File: src/rtl/freq_meter_if.sv
// Signal bundle between the frequency meter and its user.
// valid is a one-cycle strobe with no back-pressure: count/ovf change only when it pulses, so sample them then.
interface freq_meter_if #(
   parameter int CNT_W = 24
);
   logic             sig_in;
   logic             start;
   logic             cont;
   logic [CNT_W-1:0] count;
   logic             ovf;
   logic             valid;
   logic             busy;
   logic             state_dbg;

   modport master (
      output sig_in, start, cont,
      input  count, ovf, valid, busy, state_dbg
   );

   modport slave (
      input  sig_in, start, cont,
      output count, ovf, valid, busy, state_dbg
   );
endinterface

File: src/rtl/freq_meter.sv
// Counts synchronized rising edges of sig_in over a GATE_CYCLES clk window,
// with one-shot or back-to-back continuous windows and saturation reporting.
module freq_meter #(
   parameter int GATE_CYCLES = 1000000,
   parameter int CNT_W       = 24,
   parameter int SYNC_STAGES = 2
) (
   input logic         clk,
   input logic         rst_n,
   freq_meter_if.slave bus
);

   localparam int               GW        = (GATE_CYCLES > 1) ? $clog2(GATE_CYCLES) : 1;
   localparam logic [GW-1:0]    GATE_LAST = GW'(GATE_CYCLES - 1);
   localparam logic [CNT_W-1:0] CNT_MAX   = '1;

   typedef enum logic {
      IDLE = 1'b0,
      GATE = 1'b1
   } state_t;

   state_t                 state_q;
   state_t                 state_d;
   logic [SYNC_STAGES-1:0] sync_q;
   logic                   hist_q;
   logic                   armed_q;
   logic [GW-1:0]          gate_cnt_q;
   logic [CNT_W-1:0]       edge_cnt_q;
   logic                   sat_q;
   logic [CNT_W-1:0]       count_q;
   logic                   ovf_q;
   logic                   valid_q;

   logic                   rise;
   logic                   at_max;
   logic                   sat_hit;
   logic [CNT_W-1:0]       edge_next;
   logic                   terminal;

   always_ff @(posedge clk or negedge rst_n) begin
      if (!rst_n) begin
         sync_q <= '0;
         hist_q <= 1'b0;
      end else begin
         sync_q <= {sync_q[SYNC_STAGES-2:0], bus.sig_in};
         hist_q <= sync_q[SYNC_STAGES-1];
      end
   end

   assign rise      = sync_q[SYNC_STAGES-1] & ~hist_q;
   assign at_max    = (edge_cnt_q == CNT_MAX);
   assign sat_hit   = rise & at_max;
   assign edge_next = (rise && !at_max) ? edge_cnt_q + CNT_W'(1) : edge_cnt_q;

   // armed_q masks requests on the first edge after reset release.
   always_ff @(posedge clk or negedge rst_n) begin
      if (!rst_n) begin
         armed_q <= 1'b0;
         state_q <= IDLE;
      end else begin
         armed_q <= 1'b1;
         state_q <= state_d;
      end
   end

   always_comb begin
      state_d  = state_q;
      terminal = 1'b0;
      case (state_q)
         IDLE: begin
            if (armed_q && (bus.start || bus.cont)) state_d = GATE;
         end
         GATE: begin
            if (gate_cnt_q == GATE_LAST) begin
               terminal = 1'b1;
               if (!bus.cont) state_d = IDLE;
            end
         end
         default: state_d = IDLE;
      endcase
   end

   // The terminal cycle's rise is folded into the reported count, so no edge is lost across windows.
   always_ff @(posedge clk or negedge rst_n) begin
      if (!rst_n) begin
         gate_cnt_q <= '0;
         edge_cnt_q <= '0;
         sat_q      <= 1'b0;
         count_q    <= '0;
         ovf_q      <= 1'b0;
         valid_q    <= 1'b0;
      end else begin
         valid_q <= 1'b0;
         if (state_q == GATE) begin
            if (terminal) begin
               count_q    <= edge_next;
               ovf_q      <= sat_q | sat_hit;
               valid_q    <= 1'b1;
               gate_cnt_q <= '0;
               edge_cnt_q <= '0;
               sat_q      <= 1'b0;
            end else begin
               gate_cnt_q <= gate_cnt_q + GW'(1);
               edge_cnt_q <= edge_next;
               sat_q      <= sat_q | sat_hit;
            end
         end else begin
            gate_cnt_q <= '0;
            edge_cnt_q <= '0;
            sat_q      <= 1'b0;
         end
      end
   end

   assign bus.count     = count_q;
   assign bus.ovf       = ovf_q;
   assign bus.valid     = valid_q;
   assign bus.busy      = (state_q == GATE);
   assign bus.state_dbg = state_q;

endmodule

File: src/flat_wrapper.sv
// flat-port wrapper written by rule: the top's interface ports become plain ports
module freq_meter_flat 
#(
   parameter int GATE_CYCLES = 1000000,
   parameter int CNT_W       = 24,
   parameter int SYNC_STAGES = 2
)
  (clk, rst_n, bus_sig_in, bus_start, bus_cont, bus_count, bus_ovf, bus_valid, bus_busy, bus_state_dbg);
  freq_meter_if #(.CNT_W(CNT_W)) bus_i ();
  input logic clk;
  input logic rst_n;
  input wire logic [$bits(bus_i.sig_in)-1:0] bus_sig_in;
  input wire logic [$bits(bus_i.start)-1:0] bus_start;
  input wire logic [$bits(bus_i.cont)-1:0] bus_cont;
  output wire logic [$bits(bus_i.count)-1:0] bus_count;
  output wire logic [$bits(bus_i.ovf)-1:0] bus_ovf;
  output wire logic [$bits(bus_i.valid)-1:0] bus_valid;
  output wire logic [$bits(bus_i.busy)-1:0] bus_busy;
  output wire logic [$bits(bus_i.state_dbg)-1:0] bus_state_dbg;
  assign bus_i.sig_in = bus_sig_in;
  assign bus_i.start = bus_start;
  assign bus_i.cont = bus_cont;
  assign bus_count = bus_i.count;
  assign bus_ovf = bus_i.ovf;
  assign bus_valid = bus_i.valid;
  assign bus_busy = bus_i.busy;
  assign bus_state_dbg = bus_i.state_dbg;
  freq_meter #(.GATE_CYCLES(GATE_CYCLES), .CNT_W(CNT_W), .SYNC_STAGES(SYNC_STAGES)) u_core (.clk(clk), .rst_n(rst_n), .bus(bus_i));
endmodule
File: config.mk
export PLATFORM = sky130hd
export DESIGN_NAME = freq_meter_flat
export DESIGN_NICKNAME = d
export VERILOG_FILES = /design/src/rtl/freq_meter_if.sv /design/src/rtl/freq_meter.sv /design/src/flat_wrapper.sv
export SDC_FILE = /design/constraint.sdc
export NUM_CORES = 1
export LEC_CHECK = 0
export ABC_AREA = 1
export BUFFER_PORTS_ARGS = -buffer_cell sky130_fd_sc_hd__buf_4
export CAP_MARGIN = 20
export CORE_MARGIN = 8
export CORE_UTILIZATION = 60
export CTS_BUF_LIST = sky130_fd_sc_hd__clkbuf_16
export CTS_CLUSTER_SIZE = 10
export DETAILED_ROUTE_END_ITERATION = 8
export PLACE_DENSITY = 0.77
export SYNTH_ARGS = -nofsm -noshare
export SYNTH_HDL_FRONTEND = slang
export SYNTH_SLANG_ARGS = --single-unit
File: constraint.sdc
create_clock -name clk -period 2 [get_ports clk]
set_clock_uncertainty 0.1 [all_clocks]
set_input_delay 0.2 -clock clk [delete_from_list [all_inputs] [get_ports clk]]
set_output_delay 0.2 -clock clk [all_outputs]
set_load 0.02 [all_outputs]
==> flow_summary.ini, run 1 <==
[min_path]
min_from = bus_cont
hold_class = in -> reg
min_path_cells = 3

[worst_setup_path]
crit_top_cell = nand2_1
rrSetupSlack_ns = 0.17
r2r_end = u_core.bus.count[7]
cpPeakStageDelay_ns = 0.39
cp_data_arrival_time_ns = 2.00
cp_max_fo = 36
required_ns = 2.17
worst_setup_path_end_kind = register
ff2ff_path_depth = 11
worstSetupPathType = reg -> reg
endpoint = u_core.bus.count[7]
cp-start-kind = register
crit_start = u_core.edge_cnt_q[0]
cp_slowest_cell = dfrtp_1
regToRegStartpoint = u_core.edge_cnt_q[0]
crit_chain = ha_1 > nand2_1 > nor2_1 > nand2_2 > nor2_4 > nand2_8 > nand2_2 > nand2_1 > nand2_1 > nand2_1 > nand2_1

[final_layout]
drive_above_1_share = 0.137
area_growth_pct = 16.9
design_area_um2 = 4610
post_layout_nonfiller_instances = 641
diodes = 0
fin_nets = 566

[grt]
antenna_found_initial = 0
overflow = 0
grt_max_degree = 55
grt_usage = 0.202
grt_pass1_wl_mm = 15.9
grt_pass1_vias = 3462

[detailed_routing]
ant_nets = 0
dr.pass1.iters = 4
drtIter0Drc = 193
vias = 3441
routedWlPerCell_um = 13.8
viasPerCell = 5.37
drc = 0
drt-total-wl_mm = 8.86

[clock_tree]
htree_levels = 3
clk_path_buf_depth = 2
cts_root_buf = clkbuf_16
path_clk_slew_ns = 0.06
cts.sinks = 76
cts_tree = yes
clk_latency_ns = 0.33
cts_buffers = 9

[logic_synthesis]
yosysWarnings = 0
yosys.area.top_type_share = 0.482
synthCells = 520
synth_most_common_cell = nand2_1
ys_top_cells_by_count = 170 x nand2_1, 76 x dfrtp_1, 72 x nor2_1, 47 x inv_1, 47 x nand3_1
yosysSeqAreaShare = 0.482
avgSynthCellArea_um2 = 7.59
synthesis.nets = 527
synthTopCellsByArea = dfrtp_1 48%, nand2_1 16%, nor2_1 6.9%, nand3_1 6.0%, inv_1 4.5%
synth_flop_cell = dfrtp_1
synth_edf_count = 0
synth_top_area_cell = dfrtp_1
ys_types = 33
ys_async_sr_fraction = 1.00
syn_area_um2 = 3950
ys_ff_latch = 76

[timing]
rsz0062_at_grt = no
fin_ws_ns = 0.169
hold_ws_ns = 0.0178
fin_crit_sh = 0.916
fin_crit_ns = 1.83
setup_viol = 0
hold_viol_final = 0
drv_slew = 0
tns_ns = 0
fmax_ghz = 0.546

[power]
power_switching_uw = 922
p_per_area_nw_per_um2 = 815
p_leak_uw = 0.00233
combPwrFrac = 0.098
p_clk_frac = 0.447
p_int_uw = 2840
swShare = 0.245
pwr-share-seq = 0.455
ir_drop_mv = 0.802

[floorplan]
dieHeight_um = 97.1
io_pins = 33
rows = 29
core_um2 = 6350
start_util = 0.621
die_area_um2 = 9430
die_x_um = 97.1

[placement]
gp_congestion = 0.945
pre_cts_ws_ns = 0.146
post_dp_cell_area_um2 = 4260
dp.final_hpwl_mm = 6.34
place_inst = 623
portBuffers = 32

[status]
status = finished, final reports clean

[run]
drv_cap = 0
==> worst max-delay path, delay by kind of cell (launching register included) <==
kind,cells,cell delay [ns]
simple gates,10,1.08
flops,1,0.39
fa+ha+maj,1,0.20
==> cell usage in the layout, fill, tap and decap left out, types with 2 or more instances in the layout <==
cell           instances
nand2_1              170
dfrtp_1               76
nor2_1                70
inv_1                 48
nand3_1               46
buf_4                 37
nor3_1                15
nand4_1               14
a21oi_1               14
clkbuf_16              9
nor2_2                 6
nand3b_1               6
xor2_1                 6
nor2_4                 4
a21o_1                 4
o21ai_0                4
nand2_2                3
inv_2                  3
clkinv_2               3
nand3_2                2
xnor2_1                2
or2_2                  2
nor3b_1                2
o21ai_1                2
ha_1                   2
bufinv_16              2
dlygate4sd3_1          2
buf_12                 2
==> cells by family after synthesis <==
logic type / count (synthesis) / share of synthesized area
AO/OA/AOI/OAI: 27 / 0.0396
XOR/XNOR: 8 / 0.0178
adder cells (fa/ha/maj): 2 / 0.00634
buffers and inverters: 63 / 0.0717
flip-flops: 76 / 0.482
other: 1 / 0.000951
AND/OR/NAND/NOR: 343 / 0.382
==> layout make-up <==
type	instances	area (um2)
clock buffer	9	225
clock inverter	7	82.6
sequential	76	1900
timing repair buffer	41	338
multi-input combinational	381	1780
inverter	50	188
fill	494	1740
tap	77	96.3
==> stage by stage <==
step            util  power (uW)
2_1_floorplan      -        1970
3_3_place_gp   0.672        2080
3_5_place_dp   0.672        2100
4_1_cts        0.723        3780
5_1_grt        0.726        3910
6_report       0.726        3760
==> routing by layer <==
| metal | wire length [um] | vias up | GRT usage |
|---|---|---|---|
| li1 | - | 1738 | - |
| met1 | 3900 | 1615 | 0.241 |
| met2 | 4430 | 73 | 0.342 |
| met3 | 367 | 15 | 0.0413 |
| met4 | 171 | 0 | 0.0899 |
| met5 | 0 | - | 0 |
==> sequential cells by signal (all words and copies together) (netlist names), 2 cells and up <==
| register | count |
|---|---|
| u_core.bus.count | 24 |
| u_core.edge_cnt_q | 24 |
| u_core.sync_q | 2 |
| u_core.gate_cnt_q | 20 |
==> power groups by stage <==
stage / registers [uW] / logic (uW) / clock network (uW)
finish: 1710 / 368 / 1680
CTS: 1710 / 372 / 1700
global placement: 1730 / 352 / 0
global route: 1720 / 422 / 1770
floorplan: 1720 / 256 / 0
detailed placement: 1730 / 368 / 0
==> how the worst min path moves through the flow <==
stage                           to  slack [ns]
2_1_floorplan       u_core.armed_q       -0.20
3_3_place_gp   u_core.bus.count[6]        0.01
3_5_place_dp   u_core.bus.count[6]        0.01
4_1_cts            u_core.bus.busy        0.02
5_1_grt            u_core.bus.busy        0.08
6_report           u_core.bus.busy        0.02
==> timing repair <==
action / in CTS / in global routing
hold buffers: 2 / 0
endpoints found under the setup margin: 0 / 21
buffers inserted: 0 / 0
gates resized for setup: 0 / 4
hold endpoints to repair: 23 / 0
Power figures use the tool's default switching activity.
==> run 2: changes to the inputs <==
Settings changed: CELL_PAD_IN_SITES_DETAIL_PLACEMENT from default to 1, CELL_PAD_IN_SITES_GLOBAL_PLACEMENT from default to 2, CORE_UTILIZATION 60 to 35, PLACE_DENSITY 0.77 to 0.76.
==> flow_summary.ini, run 2 (synthesized netlist as in run 1, its figures left out) <==
[detailed_routing]
routedWlPerCell_um = 16.1
drc = 0
dr.pass1.iters = 4
drtIter0Drc = 179
drt-total-wl_mm = 11.5
vias = 3559
ant_nets = 0
viasPerCell = 4.97

[floorplan]
core_um2 = 10900
die_x_um = 122
io_pins = 33
rows = 38
die_area_um2 = 14900
start_util = 0.361
dieHeight_um = 122

[worst_setup_path]
cp-start-kind = register
crit_start = u_core.edge_cnt_q[0]
cp_data_arrival_time_ns = 1.99
cp_slowest_cell = dfrtp_1
worstSetupPathType = reg -> reg
rrSetupSlack_ns = 0.13
crit_chain = ha_2 > nand2_1 > nor2_1 > nand2_2 > nor2_1 > nand3_1 > nand2_1 > nand2_1 > nand3_1 > nand2_1
ff2ff_path_depth = 10
r2r_end = u_core.bus.count[23]
cp_max_fo = 8
cpPeakStageDelay_ns = 0.39
endpoint = u_core.bus.count[23]
regToRegStartpoint = u_core.edge_cnt_q[0]
required_ns = 2.13
worst_setup_path_end_kind = register
crit_top_cell = nand2_1

[power]
totalPowerFinal_uw = 3590
p_leak_uw = 0.00239
p_per_area_nw_per_um2 = 748
ir_drop_mv = 0.406

[final_layout]
multiInputGateArea_um2 = 1810
diodes = 0
area_growth_pct = 21.4
post_layout_nonfiller_instances = 716
layout_common_cells = 170 x nand2_1, 76 x dfrtp_1, 70 x nor2_1, 48 x inv_1, 47 x nand3_1
fin_nets = 580
final-seq-area_um2 = 1900
drive_above_1_share = 0.151
final_common_cell = nand2_1
fill_cells = 1367

[grt]
grt_usage = 0.163
grt_max_degree = 37
grt_pass1_vias = 3867
grt_pass1_wl_mm = 19.1
antenna_found_initial = 0
overflow = 0

[placement]
pre_cts_ws_ns = 0.103
portBuffers = 32
dp.final_hpwl_mm = 8.34
gp_congestion = 0.835
place_inst = 695

[timing]
hold_viol_final = 0
fin_crit_sh = 0.933
fmax_ghz = 0.536
setup_viol = 0
fin_crit_ns = 1.87
fin_ws_ns = 0.133
drv_slew = 0

[clock_tree]
cts.sinks = 76
clk_latency_ns = 0.34
htree_levels = 3
cts_root_buf = clkbuf_16
clk_path_buf_depth = 2
cts_tree = yes
path_clk_slew_ns = 0.06
cts_buffers = 9

[status]
status = finished, final reports clean

[min_path]
min_from = bus_cont
hold_class = in -> reg
min_path_cells = 3

[run]
drv_cap = 0
[run 2: report_power, final]
group	total, uW	switching [uW]	internal (uW)	leakage [uW]
clock network	1440	631	808	0.000121
logic	435	264	171	0.00123
registers	1710	89.1	1620	0.00104
total	3590	984	2600	0.00239
[run 2: metrics by stage]
step	utilization	hold slack [ns]	area [um2]	TNS, ns
after floorplan	-	-0.196	3950	0
after global placement	0.406	0.0504	4440	0
after detailed placement	0.406	0.0594	4440	0
after CTS	0.430	0.0400	4700	0
after global routing	0.438	0.0726	4790	-0.0140
final	0.438	0.0351	4790	0
[run 2: how the worst min path moves through the flow]
stage	to	slack [ns]
final	u_core.bus.busy	0.04
after global routing	u_core.bus.busy	0.07
after CTS	u_core.bus.busy	0.04
after detailed placement	u_core.bus.count[2]	0.06
after global placement	u_core.bus.count[2]	0.05
after floorplan	u_core.armed_q	-0.20
[run 2: critical path, delay by kind of cell, from the launching register on]
family | cells | cell delay [ns]
fa+ha+maj | 1 | 0.21
simple gates | 9 | 1.04
flops | 1 | 0.39
[run 2: per-layer routing]
metal  GRT usage  share of wire  vias up
met2       0.285           0.51       38
met1       0.188           0.44     1747
met5           0              0        -
met4      0.0746          0.024        0
li1            -              -     1751
met3      0.0347          0.027       23
[run 2: final cells by class]
type / instances / share of cell area
multi-input cells: 383 / 0.378
flip-flops and latches: 76 / 0.397
clock buffers: 9 / 0.0470
inverters: 50 / 0.0392
repair buffers: 53 / 0.0972
clock inverters: 5 / 0.00470
well taps: 140 / 0.0366
[run 2: timing repair]
| item | in CTS | in global routing |
|---|---|---|
| endpoints found under the setup margin | 0 | 37 |
| resized for setup | 0 | 6 |
| endpoints found under the hold margin | 27 | 0 |
| setup buffers | 0 | 3 |
| hold buffers | 2 | 0 |
